`config.mk`:
```
export PLATFORM = sky130hd
export DESIGN_NAME = serial_frame_receiver_16_bit_flat
export DESIGN_NICKNAME = d
export VERILOG_FILES = /design/src/rtl/serial_frame_receiver_16_bit_if.sv /design/src/rtl/serial_frame_receiver_16_bit.sv /design/src/flat_wrapper.sv
export SDC_FILE = /design/constraint.sdc
export NUM_CORES = 1
export LEC_CHECK = 0
export CORE_ASPECT_RATIO = 1.4
export CORE_MARGIN = 5
export CORE_UTILIZATION = 30
export DETAILED_ROUTE_END_ITERATION = 12
export DONT_BUFFER_PORTS = 1
export HOLD_SLACK_MARGIN = 0.08
export SLEW_MARGIN = 20
export SYNTH_ARGS = -nofsm -noshare
export SYNTH_HDL_FRONTEND = slang
export SYNTH_SLANG_ARGS = --single-unit
```
`constraint.sdc`:
```
create_clock -name Clk_In -period 2.2 [get_ports Clk_In]
set_input_delay 0.44 -clock Clk_In [delete_from_list [all_inputs] [get_ports Clk_In]]
set_output_delay 0.44 -clock Clk_In [all_outputs]
set_load 0.005 [all_outputs]
```
`src/rtl/serial_frame_receiver_16_bit_if.sv`:
```
// Handshake/status bundle for serial_frame_receiver_16_bit.
// PARITY_CHECK_EN adds Parity_Error_Out to the bundle.
interface serial_frame_receiver_16_bit_if;
    logic        Enable_In;
    logic        Shift_Data_Signal_In;
    logic        Serial_Data_In;
    logic        Frame_Start_In;
    logic        Data_Ready_In;
    logic        Clear_Overrun_In;
    logic [15:0] Parallel_Data_Out;
    logic        Data_Valid_Out;
    logic        Busy_Out;
    logic [4:0]  Bit_Count_Out;
    logic        Overrun_Out;
    logic        Frame_Error_Out;
`ifdef PARITY_CHECK_EN
    logic        Parity_Error_Out;

    modport slave (
        input  Enable_In, Shift_Data_Signal_In, Serial_Data_In, Frame_Start_In,
               Data_Ready_In, Clear_Overrun_In,
        output Parallel_Data_Out, Data_Valid_Out, Busy_Out, Bit_Count_Out,
               Overrun_Out, Frame_Error_Out, Parity_Error_Out
    );
    modport master (
        output Enable_In, Shift_Data_Signal_In, Serial_Data_In, Frame_Start_In,
               Data_Ready_In, Clear_Overrun_In,
        input  Parallel_Data_Out, Data_Valid_Out, Busy_Out, Bit_Count_Out,
               Overrun_Out, Frame_Error_Out, Parity_Error_Out
    );
`else
    modport slave (
        input  Enable_In, Shift_Data_Signal_In, Serial_Data_In, Frame_Start_In,
               Data_Ready_In, Clear_Overrun_In,
        output Parallel_Data_Out, Data_Valid_Out, Busy_Out, Bit_Count_Out,
               Overrun_Out, Frame_Error_Out
    );
    modport master (
        output Enable_In, Shift_Data_Signal_In, Serial_Data_In, Frame_Start_In,
               Data_Ready_In, Clear_Overrun_In,
        input  Parallel_Data_Out, Data_Valid_Out, Busy_Out, Bit_Count_Out,
               Overrun_Out, Frame_Error_Out
    );
`endif
endinterface

```
`src/rtl/serial_frame_receiver_16_bit.sv`:
```
// MSB-first serial-to-parallel frame receiver with a one-word holding register.
// PARITY_CHECK_EN: 17-bit frames, last bit is even parity over the 16 data bits.
module serial_frame_receiver_16_bit (
    input logic                            Clk_In,
    input logic                            Reset_In,
    serial_frame_receiver_16_bit_if.slave  bus
);
    localparam int unsigned DATA_W = 16;
    localparam int unsigned CNT_W  = 5;
`ifdef PARITY_CHECK_EN
    localparam int unsigned FRAME_LEN = 17;
`else
    localparam int unsigned FRAME_LEN = 16;
`endif

    localparam logic [0:0] IDLE    = 1'b0;
    localparam logic [0:0] RECEIVE = 1'b1;

    logic [0:0]        state_q, state_n;
    logic [DATA_W-1:0] shift_q, shift_n;
    logic [DATA_W-1:0] data_q, data_n;
    logic [CNT_W-1:0]  count_q, count_n;
    logic              valid_q, valid_n;
    logic              busy_q, busy_n;
    logic              overrun_q, overrun_n;
    logic              frame_err_q, frame_err_n;
    logic              accept_c, complete_c;
    logic              overrun_set_c, frame_err_set_c;
    logic [DATA_W-1:0] word_c;
`ifdef PARITY_CHECK_EN
    logic              parity_err_q, parity_err_n;
    logic              parity_err_set_c;
`endif

    // Next-state, datapath and handshake decode
    always_comb begin
        state_n         = state_q;
        shift_n         = shift_q;
        data_n          = data_q;
        count_n         = count_q;
        valid_n         = valid_q;
        overrun_n       = overrun_q;
        frame_err_n     = frame_err_q;
        overrun_set_c   = 1'b0;
        frame_err_set_c = 1'b0;
        complete_c      = 1'b0;
        accept_c        = bus.Enable_In & bus.Shift_Data_Signal_In;
`ifdef PARITY_CHECK_EN
        parity_err_n     = parity_err_q;
        parity_err_set_c = 1'b0;
        word_c           = shift_q;
`else
        word_c           = {shift_q[DATA_W-2:0], bus.Serial_Data_In};
`endif

        case (state_q)
            IDLE: begin
                if (accept_c) begin
                    state_n = RECEIVE;
                    shift_n = DATA_W'(bus.Serial_Data_In);
                    count_n = CNT_W'(1);
                end
            end
            RECEIVE: begin
                if (accept_c) begin
                    if (bus.Frame_Start_In) begin
                        // restart: the partial word is discarded
                        shift_n         = DATA_W'(bus.Serial_Data_In);
                        count_n         = CNT_W'(1);
                        frame_err_set_c = 1'b1;
                    end else begin
                        count_n = count_q + CNT_W'(1);
                        if (count_q < CNT_W'(DATA_W)) begin
                            shift_n = {shift_q[DATA_W-2:0], bus.Serial_Data_In};
                        end
`ifdef PARITY_CHECK_EN
                        if (count_q == CNT_W'(DATA_W) && ((^shift_q) != bus.Serial_Data_In)) begin
                            parity_err_set_c = 1'b1;
                        end
`endif
                        if (count_q == CNT_W'(FRAME_LEN - 1)) begin
                            complete_c = 1'b1;
                            state_n    = IDLE;
                            count_n    = '0;
                        end
                    end
                end
            end
            default: begin
                state_n = IDLE;
                count_n = '0;
            end
        endcase

        if (complete_c) begin
            if (!valid_q || bus.Data_Ready_In) begin
                data_n  = word_c;
                valid_n = 1'b1;
            end else begin
                overrun_set_c = 1'b1;
            end
        end else if (valid_q && bus.Data_Ready_In) begin
            valid_n = 1'b0;
        end

        // clear first so a same-edge set event wins
        if (bus.Clear_Overrun_In) begin
            overrun_n   = 1'b0;
            frame_err_n = 1'b0;
`ifdef PARITY_CHECK_EN
            parity_err_n = 1'b0;
`endif
        end
        if (overrun_set_c)   overrun_n   = 1'b1;
        if (frame_err_set_c) frame_err_n = 1'b1;
`ifdef PARITY_CHECK_EN
        if (parity_err_set_c) parity_err_n = 1'b1;
`endif

        busy_n = (state_n == RECEIVE);
    end

    // State and output registers
    always_ff @(posedge Clk_In) begin
        if (Reset_In) begin
            state_q     <= IDLE;
            shift_q     <= '0;
            data_q      <= '0;
            count_q     <= '0;
            valid_q     <= 1'b0;
            busy_q      <= 1'b0;
            overrun_q   <= 1'b0;
            frame_err_q <= 1'b0;
`ifdef PARITY_CHECK_EN
            parity_err_q <= 1'b0;
`endif
        end else begin
            state_q     <= state_n;
            shift_q     <= shift_n;
            data_q      <= data_n;
            count_q     <= count_n;
            valid_q     <= valid_n;
            busy_q      <= busy_n;
            overrun_q   <= overrun_n;
            frame_err_q <= frame_err_n;
`ifdef PARITY_CHECK_EN
            parity_err_q <= parity_err_n;
`endif
        end
    end

    assign bus.Parallel_Data_Out = data_q;
    assign bus.Data_Valid_Out    = valid_q;
    assign bus.Busy_Out          = busy_q;
    assign bus.Bit_Count_Out     = count_q;
    assign bus.Overrun_Out       = overrun_q;
    assign bus.Frame_Error_Out   = frame_err_q;
`ifdef PARITY_CHECK_EN
    assign bus.Parity_Error_Out  = parity_err_q;
`endif

endmodule

```
`src/flat_wrapper.sv`:
```
// flat-port wrapper written by rule: the top's interface ports become plain ports
module serial_frame_receiver_16_bit_flat 
  (Clk_In, Reset_In, bus_Enable_In, bus_Shift_Data_Signal_In, bus_Serial_Data_In, bus_Frame_Start_In, bus_Data_Ready_In, bus_Clear_Overrun_In, bus_Parallel_Data_Out, bus_Data_Valid_Out, bus_Busy_Out, bus_Bit_Count_Out, bus_Overrun_Out, bus_Frame_Error_Out);
  serial_frame_receiver_16_bit_if bus_i ();
  input logic Clk_In;
  input logic Reset_In;
  input wire logic [$bits(bus_i.Enable_In)-1:0] bus_Enable_In;
  input wire logic [$bits(bus_i.Shift_Data_Signal_In)-1:0] bus_Shift_Data_Signal_In;
  input wire logic [$bits(bus_i.Serial_Data_In)-1:0] bus_Serial_Data_In;
  input wire logic [$bits(bus_i.Frame_Start_In)-1:0] bus_Frame_Start_In;
  input wire logic [$bits(bus_i.Data_Ready_In)-1:0] bus_Data_Ready_In;
  input wire logic [$bits(bus_i.Clear_Overrun_In)-1:0] bus_Clear_Overrun_In;
  output wire logic [$bits(bus_i.Parallel_Data_Out)-1:0] bus_Parallel_Data_Out;
  output wire logic [$bits(bus_i.Data_Valid_Out)-1:0] bus_Data_Valid_Out;
  output wire logic [$bits(bus_i.Busy_Out)-1:0] bus_Busy_Out;
  output wire logic [$bits(bus_i.Bit_Count_Out)-1:0] bus_Bit_Count_Out;
  output wire logic [$bits(bus_i.Overrun_Out)-1:0] bus_Overrun_Out;
  output wire logic [$bits(bus_i.Frame_Error_Out)-1:0] bus_Frame_Error_Out;
  assign bus_i.Enable_In = bus_Enable_In;
  assign bus_i.Shift_Data_Signal_In = bus_Shift_Data_Signal_In;
  assign bus_i.Serial_Data_In = bus_Serial_Data_In;
  assign bus_i.Frame_Start_In = bus_Frame_Start_In;
  assign bus_i.Data_Ready_In = bus_Data_Ready_In;
  assign bus_i.Clear_Overrun_In = bus_Clear_Overrun_In;
  assign bus_Parallel_Data_Out = bus_i.Parallel_Data_Out;
  assign bus_Data_Valid_Out = bus_i.Data_Valid_Out;
  assign bus_Busy_Out = bus_i.Busy_Out;
  assign bus_Bit_Count_Out = bus_i.Bit_Count_Out;
  assign bus_Overrun_Out = bus_i.Overrun_Out;
  assign bus_Frame_Error_Out = bus_i.Frame_Error_Out;
  serial_frame_receiver_16_bit u_core (.Clk_In(Clk_In), .Reset_In(Reset_In), .bus(bus_i));
endmodule
```
==> flow_metrics.py <==
metrics = {
    "run_status": {
        "status": "finished, final reports clean",
    },
    "finish": {
        "fin_area_um2": 1910,
        "final_core_util": 0.330,
        "layout_commonest_cell": "dfxtp_1",
        "layout_common_cells": "40 x dfxtp_1, 33 x nand2b_1, 19 x a21oi_1",
        "area_growth_pct": 8.38,
        "diodes": 0,
        "nets": 189,
        "drive_gt1_frac": 0.0829,
    },
    "cts": {
        "cts_root_buf": "clkbuf_8",
        "cts_tree": "built",
        "path_clk_slew_ns": 0.08,
        "cts_setup_buffers": 0,
        "cts_resized": 0,
        "cts_sinks": 40,
        "clock_path_buffers": 2,
        "numCtsBuffers": 5,
        "clock_latency_ns": 0.29,
        "cts.hold.buffers_added": 0,
        "htreeDepth": 2,
    },
    "logic_synthesis": {
        "synthArstFlopShare": 0,
        "synthCells": 184,
        "synth-edff-count": 0,
        "ys_types": 28,
        "synth_area_um2": 1760,
        "synth_ff_type": "dfxtp_1",
        "avgSynthCellArea_um2": 9.57,
        "synth_seq_area_share": 0.455,
        "synth_seq_cells": 40,
        "yosys_warnings": 0,
        "syn_nets": 193,
    },
    "timing": {
        "whs_ns": 0.221,
        "timing.fmax_mhz": 627,
        "slew_violations": 0,
        "finalSetupTns_ns": 0,
        "setup_viol": 0,
        "setup_slack_ns": 0.605,
        "fin_crit_sh": 0.725,
        "hold_viol": 0,
        "rsz0062_at_grt": "false",
        "slew_headroom": 0.606,
        "tightest_slew_ns": 0.590,
        "skew_ns": 0.00546,
        "period_minus_slack_ns": 1.60,
    },
    "critical_path": {
        "path_class": "reg -> reg",
        "arrival_ns": 1.82,
        "required_ns": 2.42,
        "cp-end-kind": "register",
        "startpoint_type": "register",
        "critical_path.max_fanout": 16,
    },
    "pwr": {
        "swShare": 0.206,
        "p_leak_nw": 0.599,
        "combPwrFrac": 0.020,
        "vdd_ir_drop_max_mv": 0.359,
        "netSwitchingPower_mw": 0.279,
        "intPower_mw": 1.08,
        "seq_power_share": 0.540,
        "pwr-share-clk": 0.440,
        "p_per_area_nw_per_um2": 711,
    },
    "placed_design": {
        "dp_slack_ns": 0.612,
        "gp_congestion": 0.730,
        "dpl.hpwl_um": 2420,
        "dpl_cell_area_um2": 1800,
        "port_buffers": 0,
    },
    "drt": {
        "drc": 0,
        "top_layer": "met4",
        "dr.pass1.iters": 4,
        "met2_length_um": 1720,
        "first_iter_violations": 66,
        "wl_met3_um": 293,
        "routedLengthMet1_um": 1530,
        "wire_per_inst_um": 14.6,
        "wl_um": 3670,
        "vias": 1278,
        "ant_nets": 0,
        "viasPerCell": 5.09,
    },
    "floorplanning": {
        "die_w_um": 74.8,
        "design.core.area_um2": 5780,
        "start_util": 0.305,
        "chipHeight_um": 101,
        "io_pins": 33,
        "dieArea_um2": 7530,
        "rows": 33,
    },
    "global_route": {
        "grt_pass1_wl_um": 6240,
        "grt_usage": 0.106,
        "grt_start_max_net_pins": 57,
        "grt_pass1_vias": 1234,
        "grt_overflow_total": 0,
        "antenna_found_initial": 0,
    },
    "hold_path": {
        "min_path_type": "in -> reg",
    },
    "job": {
        "max_cap_violations": 0,
    },
}
==> cell usage after synthesis (3+ instances only) <==
cell,instances,share of area
nor2_1,4,0.0085
clkbuf_1,11,0.023
nand2b_1,33,0.12
dfxtp_1,40,0.45
inv_1,3,0.0064
a21oi_1,19,0.054
o21ai_0,16,0.045
nand3b_1,16,0.068
mux2i_1,16,0.091
nand3_1,3,0.0085
==> metal layers <==
metal | track usage | up-vias
li1 | - | 634
met1 | 0.124 | 602
met2 | 0.160 | 32
met3 | 0.0449 | 10
met4 | 0.0562 | 0
met5 | 0 | -
==> power by group through the flow <==
stage                     Combinational, mW  Clock [mW]  Sequential [mW]
final                                0.0274       0.597            0.733
after global routing                 0.0299       0.652            0.734
after CTS                            0.0279       0.617            0.733
after detailed placement             0.0278           0            0.750
after global placement               0.0277           0            0.750
after floorplan                      0.0352           0            0.748
==> flip-flops by register name, summed over array words and instances (netlist names) <==
signal and count:
u_core.bus.Frame_Error_Out 1, u_core.bus.Data_Valid_Out 1, u_core.state_q 1, u_core.bus.Parallel_Data_Out 16, u_core.bus.Bit_Count_Out 5, u_core.shift_q 15
u_core.bus.Overrun_Out 1
==> critical path: stages, from the launching register on <==
cell and delay, ns:
dfxtp_1 0.41, ha_1 0.26, nand4b_2 0.19, nor3_4 0.15, buf_4 0.29, mux2i_1 0.21
==> final timing paths <==
| kind | endpoint | from | depth (start not counted) | slack [ns] |
|---|---|---|---|---|
| max | u_core.bus.Parallel_Data_Out[0]$_SDFFE_PP0P_ | u_core.bus.Bit_Count_Out[0]$_SDFFE_PP0P_ | 5 | 0.60 |
| min | u_core.shift_q[5]$_SDFFE_PP0P_ | Reset_In | 1 | 0.22 |
| max reg2reg | u_core.bus.Parallel_Data_Out[0]$_SDFFE_PP0P_ | u_core.bus.Bit_Count_Out[0]$_SDFFE_PP0P_ | 5 | 0.60 |
| min reg2reg | u_core.shift_q[14]$_SDFFE_PP0P_ | u_core.shift_q[14]$_SDFFE_PP0P_ | 2 | 0.48 |
==> through the flow <==
stage	power, mW	instances
2_1_floorplan	0.784	184
6_report	1.36	251
3_3_place_gp	0.778	243
3_5_place_dp	0.778	243
5_1_grt	1.42	251
4_1_cts	1.38	251
==> kinds of logic after synthesis <==
group	count (synthesis)	synth area share
multiplexers	16	0.0909
flip-flops	40	0.455
AND/OR/NAND/NOR	70	0.278
buffers and inverters	16	0.0440
adder cells (fa/ha/maj)	1	0.00710
AO/OA/AOI/OAI	41	0.125
==> cell type report <==
type / count / area [um^2]
sequential: 40 / 801
inverter: 3 / 11.3
timing repair buffer: 2 / 15.0
clock buffer: 5 / 68.8
tap: 70 / 87.6
clock inverter: 3 / 42.5
fill: 631 / 3870
multi-input combinational: 128 / 883
(Power assumes the default switching activity.)
